==> src/rtl/i2s_rx_deserializer_if.sv <==
// I2S receive bundle: serial lines from the ADC and the deserialised sample outputs.
// The deserializer takes the slave modport; the master side drives the I2S lines.
interface i2s_rx_deserializer_if #(
    parameter int unsigned SAMPLE_W = 16
);
    logic                i2s_sclk;
    logic                i2s_ws;
    logic                i2s_sd;
    logic [SAMPLE_W-1:0] left_sample;
    logic [SAMPLE_W-1:0] right_sample;
    logic [SAMPLE_W-1:0] latest_sample;
    logic                sample_valid;
    logic                l_r_clk;
    logic                frame_err;

    modport master (
        output i2s_sclk, i2s_ws, i2s_sd,
        input  left_sample, right_sample, latest_sample, sample_valid, l_r_clk, frame_err
    );

    modport slave (
        input  i2s_sclk, i2s_ws, i2s_sd,
        output left_sample, right_sample, latest_sample, sample_valid, l_r_clk, frame_err
    );
endinterface

==> src/rtl/i2s_rx_deserializer.sv <==
// I2S receiver: synchronises sclk/ws/sd into clk and deserialises MSB-first channel words.
// Optional short-word detection (frame_err) is built only when I2S_FRAME_CHECK_EN is defined.
module i2s_rx_deserializer #(
    parameter int unsigned SAMPLE_W    = 16,
    parameter int unsigned SYNC_STAGES = 2
) (
    input  logic                  clk,
    input  logic                  reset,
    i2s_rx_deserializer_if.slave  bus
);
    localparam int unsigned      CNT_W    = $clog2(SAMPLE_W + 1);
    localparam logic [CNT_W-1:0] LAST_BIT = CNT_W'(SAMPLE_W - 1);
    localparam logic [CNT_W-1:0] FULL_CNT = CNT_W'(SAMPLE_W);

    typedef enum logic [1:0] {IDLE, SHIFT, PAD} state_t;

    logic [SYNC_STAGES-1:0] sclk_sync_q, sclk_sync_d;
    logic [SYNC_STAGES-1:0] ws_sync_q, ws_sync_d;
    logic [SYNC_STAGES-1:0] sd_sync_q, sd_sync_d;
    logic                   sclk_q, sclk_d;
    logic                   ws_prev_q, ws_prev_d;
    logic                   ws_seen_q, ws_seen_d;
    state_t                 state_q, state_d;
    logic                   chan_q, chan_d;
    logic [CNT_W-1:0]       bit_cnt_q, bit_cnt_d;
    logic [SAMPLE_W-1:0]    shift_q, shift_d;
    logic                   latch_q, latch_d;
    logic                   latch_chan_q, latch_chan_d;
    logic [SAMPLE_W-1:0]    latch_word_q, latch_word_d;
    logic [SAMPLE_W-1:0]    left_q, left_d;
    logic [SAMPLE_W-1:0]    right_q, right_d;
    logic [SAMPLE_W-1:0]    latest_q, latest_d;
    logic                   valid_q, valid_d;
    logic                   out_chan_q, out_chan_d;
    logic                   lr_q, lr_d;
`ifdef I2S_FRAME_CHECK_EN
    logic                   short_q, short_d;
    logic                   frame_err_q, frame_err_d;
`endif

    logic                   sclk_rise;
    logic                   ws_s;
    logic                   sd_s;
    logic                   ws_edge;
    logic [SAMPLE_W-1:0]    shift_in;

    always_comb begin
        sclk_sync_d  = {sclk_sync_q[SYNC_STAGES-2:0], bus.i2s_sclk};
        ws_sync_d    = {ws_sync_q[SYNC_STAGES-2:0], bus.i2s_ws};
        sd_sync_d    = {sd_sync_q[SYNC_STAGES-2:0], bus.i2s_sd};
        sclk_d       = sclk_sync_q[SYNC_STAGES-1];
        ws_s         = ws_sync_q[SYNC_STAGES-1];
        sd_s         = sd_sync_q[SYNC_STAGES-1];
        sclk_rise    = sclk_sync_q[SYNC_STAGES-1] & ~sclk_q;
        // The very first rise has no predecessor, so it can never count as a ws edge.
        ws_edge      = sclk_rise & ws_seen_q & (ws_s != ws_prev_q);
        shift_in     = {shift_q[SAMPLE_W-2:0], sd_s};

        ws_prev_d    = sclk_rise ? ws_s : ws_prev_q;
        ws_seen_d    = ws_seen_q | sclk_rise;
        state_d      = state_q;
        chan_d       = chan_q;
        bit_cnt_d    = bit_cnt_q;
        shift_d      = shift_q;
        latch_d      = 1'b0;
        latch_chan_d = latch_chan_q;
        latch_word_d = latch_word_q;
`ifdef I2S_FRAME_CHECK_EN
        short_d      = 1'b0;
`endif

        case (state_q)
            IDLE, PAD: begin
                if (ws_edge) begin
                    chan_d    = ws_s;
                    bit_cnt_d = '0;
                    shift_d   = '0;
                    state_d   = SHIFT;
                end
            end
            SHIFT: begin
                if (sclk_rise) begin
                    if (bit_cnt_q == LAST_BIT) begin
                        // Last bit completes the word even when ws flips on the same rise.
                        latch_d      = 1'b1;
                        latch_chan_d = chan_q;
                        latch_word_d = shift_in;
                        bit_cnt_d    = FULL_CNT;
                        state_d      = PAD;
                        if (ws_edge) begin
                            chan_d    = ws_s;
                            bit_cnt_d = '0;
                            shift_d   = '0;
                            state_d   = SHIFT;
                        end
                    end else if (ws_edge) begin
                        latch_d      = 1'b1;
                        latch_chan_d = chan_q;
                        latch_word_d = shift_q << (FULL_CNT - bit_cnt_q);
`ifdef I2S_FRAME_CHECK_EN
                        short_d      = 1'b1;
`endif
                        chan_d       = ws_s;
                        bit_cnt_d    = '0;
                        shift_d      = '0;
                    end else begin
                        shift_d   = shift_in;
                        bit_cnt_d = bit_cnt_q + 1'b1;
                    end
                end
            end
            default: state_d = IDLE;
        endcase

        left_d     = left_q;
        right_d    = right_q;
        latest_d   = latest_q;
        out_chan_d = out_chan_q;
        valid_d    = latch_q;
        if (latch_q) begin
            latest_d   = latch_word_q;
            out_chan_d = latch_chan_q;
            if (latch_chan_q) right_d = latch_word_q;
            else              left_d  = latch_word_q;
        end
        // l_r_clk trails sample_valid by one clk so the filter only sees stable data.
        lr_d = valid_q ? out_chan_q : lr_q;
`ifdef I2S_FRAME_CHECK_EN
        frame_err_d = latch_q & short_q;
`endif
    end

    always_ff @(posedge clk) begin
        if (reset) begin
            sclk_sync_q  <= '0;
            ws_sync_q    <= '0;
            sd_sync_q    <= '0;
            sclk_q       <= 1'b0;
            ws_prev_q    <= 1'b0;
            ws_seen_q    <= 1'b0;
            state_q      <= IDLE;
            chan_q       <= 1'b0;
            bit_cnt_q    <= '0;
            shift_q      <= '0;
            latch_q      <= 1'b0;
            latch_chan_q <= 1'b0;
            latch_word_q <= '0;
            left_q       <= '0;
            right_q      <= '0;
            latest_q     <= '0;
            valid_q      <= 1'b0;
            out_chan_q   <= 1'b0;
            lr_q         <= 1'b0;
`ifdef I2S_FRAME_CHECK_EN
            short_q      <= 1'b0;
            frame_err_q  <= 1'b0;
`endif
        end else begin
            sclk_sync_q  <= sclk_sync_d;
            ws_sync_q    <= ws_sync_d;
            sd_sync_q    <= sd_sync_d;
            sclk_q       <= sclk_d;
            ws_prev_q    <= ws_prev_d;
            ws_seen_q    <= ws_seen_d;
            state_q      <= state_d;
            chan_q       <= chan_d;
            bit_cnt_q    <= bit_cnt_d;
            shift_q      <= shift_d;
            latch_q      <= latch_d;
            latch_chan_q <= latch_chan_d;
            latch_word_q <= latch_word_d;
            left_q       <= left_d;
            right_q      <= right_d;
            latest_q     <= latest_d;
            valid_q      <= valid_d;
            out_chan_q   <= out_chan_d;
            lr_q         <= lr_d;
`ifdef I2S_FRAME_CHECK_EN
            short_q      <= short_d;
            frame_err_q  <= frame_err_d;
`endif
        end
    end

    assign bus.left_sample   = left_q;
    assign bus.right_sample  = right_q;
    assign bus.latest_sample = latest_q;
    assign bus.sample_valid  = valid_q;
    assign bus.l_r_clk       = lr_q;
`ifdef I2S_FRAME_CHECK_EN
    assign bus.frame_err     = frame_err_q;
`else
    assign bus.frame_err     = 1'b0;
`endif
endmodule
==> src/flat_wrapper.sv <==
// flat-port wrapper written by rule: the top's interface ports become plain ports
module i2s_rx_deserializer_flat 
#(
    parameter int unsigned SAMPLE_W    = 16,
    parameter int unsigned SYNC_STAGES = 2
)
  (clk, reset, bus_i2s_sclk, bus_i2s_ws, bus_i2s_sd, bus_left_sample, bus_right_sample, bus_latest_sample, bus_sample_valid, bus_l_r_clk, bus_frame_err);
  i2s_rx_deserializer_if #(.SAMPLE_W(SAMPLE_W)) bus_i ();
  input  logic clk;
  input  logic reset;
  input wire logic [$bits(bus_i.i2s_sclk)-1:0] bus_i2s_sclk;
  input wire logic [$bits(bus_i.i2s_ws)-1:0] bus_i2s_ws;
  input wire logic [$bits(bus_i.i2s_sd)-1:0] bus_i2s_sd;
  output wire logic [$bits(bus_i.left_sample)-1:0] bus_left_sample;
  output wire logic [$bits(bus_i.right_sample)-1:0] bus_right_sample;
  output wire logic [$bits(bus_i.latest_sample)-1:0] bus_latest_sample;
  output wire logic [$bits(bus_i.sample_valid)-1:0] bus_sample_valid;
  output wire logic [$bits(bus_i.l_r_clk)-1:0] bus_l_r_clk;
  output wire logic [$bits(bus_i.frame_err)-1:0] bus_frame_err;
  assign bus_i.i2s_sclk = bus_i2s_sclk;
  assign bus_i.i2s_ws = bus_i2s_ws;
  assign bus_i.i2s_sd = bus_i2s_sd;
  assign bus_left_sample = bus_i.left_sample;
  assign bus_right_sample = bus_i.right_sample;
  assign bus_latest_sample = bus_i.latest_sample;
  assign bus_sample_valid = bus_i.sample_valid;
  assign bus_l_r_clk = bus_i.l_r_clk;
  assign bus_frame_err = bus_i.frame_err;
  i2s_rx_deserializer #(.SAMPLE_W(SAMPLE_W), .SYNC_STAGES(SYNC_STAGES)) u_core (.clk(clk), .reset(reset), .bus(bus_i));
endmodule
==> config.mk <==
export PLATFORM = sky130hd
export DESIGN_NAME = i2s_rx_deserializer_flat
export DESIGN_NICKNAME = d
export VERILOG_FILES = /design/src/rtl/i2s_rx_deserializer_if.sv /design/src/rtl/i2s_rx_deserializer.sv /design/src/flat_wrapper.sv
export SDC_FILE = /design/constraint.sdc
export NUM_CORES = 1
export LEC_CHECK = 0
export CAP_MARGIN = 10
export CORE_MARGIN = 5
export CORE_UTILIZATION = 40
export CTS_CLUSTER_DIAMETER = 100
export DETAILED_ROUTE_END_ITERATION = 8
export PLACE_DENSITY = 0.73
export RECOVER_POWER = 100
export SLEW_MARGIN = 15
export SYNTH_ARGS = -nofsm -noshare
export SYNTH_HDL_FRONTEND = slang
export SYNTH_SLANG_ARGS = --single-unit
==> constraint.sdc <==
create_clock -name clk -period 2.55 [get_ports clk]
set_input_delay 0.3825 -clock clk [delete_from_list [all_inputs] [get_ports clk]]
set_output_delay 0.3825 -clock clk [all_outputs]
set_load 0.01 [all_outputs]
==> run metrics <==
first-pass GRT wire length=18,700 um; cell area after synthesis=0.00471 mm^2; vias in the first global route=around 3,800; post-synthesis sequential area ratio=roughly 43%; GP Congestion=0.851; FMAX=about 0.42 GHz; Post-synth ARST share=0%; Tot GR Track Use=15.7%; top-count cell post-synth=dfxtp_1; n_diodes=0; clock power share=43.2%; top cells by count, synth=dfxtp_1 (102), nand2_1 (94), a21oi_1 (77); CP Cell Sequence=clkinv_2, ha_2, clkbuf_2, mux2_2, mux4_1, nand3_1, a311oi_1; Post-Syn Nets=~530; Internal Power=2.27 mW; Hold Path Stages=1; worst setup path class=flop to flop; hpwl dp=8030 um; input/output buffers=54; Die H=119 um; CP Capture Type=flop; RSZ-0062 raised after global routing=no; Resized cells post-CTS=0; r2r worst-path depth=7; Post-CTS Setup Inserts=0; cts hold-fix bufs=0; row count=39; router iterations before antenna repair=7; run status=complete, no violations; Initial DRC Count=338; Max-Cap Viols=0; skew final=0.00677 ns; die area=0.0141 mm^2; main flop type after synthesis=dfxtp_1; setup TNS=0 ns; layout cells sized above 1=10.9%; initial core utilization=41.1%; hold path start=u_core.ws_sync_q[0]; P_sw=roughly 630 uW; synth top area cells=dfxtp_1 (43%), a21oi_1 (8.2%), nand2_1 (7.5%); max incr delay on CP=roughly 0.53 ns; Final Setup Violations=0; clock-pin slew on the worst setup and hold paths=0.07 ns; clock sink count=between 100 and 150; cells after synthesis=520; Critical Path RT=2.72 ns; Slowest-stage cell, CP=ha_2; drt drc=0; YS warnings=0; average wire per standard cell=15.7 um; worst min path class=flop to flop; Leakage Power=~2 nW; Worst-Margin Slew=about 1.2 ns; Vias/cell=between 5 and 6; Skew-Pair Late Insertion Delay=roughly 0.34 ns; root buffer cell=clkbuf_16; PwrDens=514 mW/mm^2; largest net degree at the start of global routing=49; Tcrit/Tclk final=a little over nine tenths; Cell variety after synth=between 40 and 50; Final nets=between 500 and 600; CP Launch Type=flop; post-route antenna net violation count=0; Worst EP arrival=2.58 ns; die width=119 um; Core Region=0.0115 mm^2; Hold Violations, Final=0; initial antenna violation count=0; fin crit period=2.41 ns; Congestion Overflow GR=0; CTS tree=yes; area growth from synthesis to layout=19.8%; hold slack=between 0.4 and 0.5 ns; final-report max-slew violation count=0; IO Count=56; Worst VDD drop=0.300 mV; vias=3,939; Net Sw Frac=21.8%; Hold Path End=u_core.ws_sync_q[1]; clk buf depth=2; Combinational Power Share=1.6%; Synth Register Bits=102; Worst R2R End=u_core.latch_word_q[8]; CP Max Fanout=16; Synth top area share=43.3%; WL final=11,200 um; max_slew headroom=22.7%; slack of the worst reg-to-reg path=0.14 ns; CTS buffer count=9; EDFF count, synth=0; RR Startpoint=u_core.bit_cnt_q[0]; largest area contributor in the netlist=dfxtp_1; Max H-tree Level=3; Mapped Avg Cell Area=around 9.1 um^2; sequential power share=55.2%
layout make-up:
type | instances | area (um^2)
Clock buffer | 9 | 225
Tap cell | 143 | 179
Clock inverter | 6 | 45.0
Timing Repair Buffer | 75 | 676
Fill cell | 1047 | 5820
Inverter | 7 | 27.5
Sequential cell | 102 | 2040
Multi-Input combinational cell | 370 | 2450
metrics by stage:
stage	power, mW	worst slack [ns]	area, um^2	cells	util (%)
global route	2.99	0.0242	5650	712	49.2
CTS	2.94	0.0467	5690	712	49.6
finish	2.90	0.143	5650	712	49.2
floorplan	1.67	0.0733	4720	520	-
detailed placement	1.69	0.0444	5420	697	47.2
global placement	1.69	0.115	5420	697	47.2
worst max-delay path by stage:
stage | from | to | slack (ns) | cells past startpoint
2_1_floorplan | u_core.bit_cnt_q[0] | u_core.latch_word_q[15] | 0.07 | 7
3_3_place_gp | u_core.bit_cnt_q[0] | u_core.latch_word_q[8] | 0.11 | 7
3_5_place_dp | u_core.bit_cnt_q[0] | u_core.latch_word_q[15] | 0.04 | 6
4_1_cts | u_core.bit_cnt_q[0] | u_core.latch_word_q[15] | 0.05 | 6
5_1_grt | u_core.bit_cnt_q[0] | u_core.latch_word_q[9] | 0.02 | 7
6_report | u_core.bit_cnt_q[0] | u_core.latch_word_q[8] | 0.14 | 7
placed cells by master, fill, tap and decap left out, types with 2 or more instances in the layout:
cell type / count
nand2_1: 94
a31oi_1: 3
a22oi_1: 2
clkdlybuf4s50_1: 3
mux4_2: 4
mux2i_1: 18
and2_1: 3
nand2b_1: 7
inv_6: 2
nand3_1: 17
a21oi_1: 77
a221oi_1: 2
clkbuf_2: 2
nor3b_1: 3
nor2b_1: 16
clkbuf_16: 9
buf_4: 15
dfxtp_1: 102
o211ai_1: 2
nor2_1: 21
clkinvlp_4: 3
dlygate4sd3_1: 50
o21ai_0: 19
clkinv_2: 2
mux4_1: 8
a311oi_1: 10
clkbuf_1: 4
mux2_2: 17
inv_1: 6
nor4bb_1: 2
a211oi_1: 14
xnor2_1: 2
ha_1: 3
a32oi_1: 7
nor3_1: 2
state kept, by name (all words and copies together) (netlist names):
signal                    count
u_core.shift_q               16
u_core.sclk_q                 1
u_core.bit_cnt_q              5
u_core.bus.latest_sample     16
u_core.ws_seen_q              1
u_core.bus.l_r_clk            1
u_core.ws_prev_q              1
u_core.bus.left_sample       16
u_core.bus.sample_valid       1
u_core.sd_sync_q              2
u_core.chan_q                 1
u_core.latch_chan_q           1
u_core.bus.right_sample      16
u_core.state_q                2
u_core.latch_word_q          16
u_core.latch_q                1
u_core.ws_sync_q              2
u_core.out_chan_q             1
u_core.sclk_sync_q            2
worst max-delay path: cells and delay by family (launching register included):
kind                       cells  cell delay [ns]
muxes                          2             0.88
adders and majority gates      1             0.53
DFF                            1             0.35
buffers and inverters          2             0.28
and+or+nand+nor                1             0.10
AOI/OAI and AO/OA              1             0.08
power groups by stage:
stage / Sequential, mW / Combinational, mW / Clock [mW]
2_1_floorplan: 1.64 / 0.0351 / 0
3_3_place_gp: 1.64 / 0.0494 / 0
3_5_place_dp: 1.64 / 0.0502 / 0
4_1_cts: 1.60 / 0.0502 / 1.29
5_1_grt: 1.60 / 0.0503 / 1.34
6_report: 1.60 / 0.0462 / 1.26
cell families (layout without fill, tap and decap cells):
kind of cell    after synthesis  count (layout)  synth area share, %
compound gates              141             141                 18.3
mux                          48              48                 14.5
fa+ha+maj                     4               4                 1.06
buf+inv                      48              97                 4.59
flops                       102             102                 43.3
simple gates                171             171                 16.7
other cells                   1               1               0.0795
xor+xnor                      5               5                 1.49
layer usage:
| layer | global-route usage (%) | vias up | part of all wire (%) |
|---|---|---|---|
| met2 | 25.1 | 107 | 47 |
| met1 | 20.6 | 1863 | 46 |
| li1 | - | 1948 | - |
| met5 | 0 | - | 0 |
| met4 | 6.73 | 0 | 2.1 |
| met3 | 3.06 | 21 | 5.0 |
Note: power is estimated with default switching activity, not from simulation.
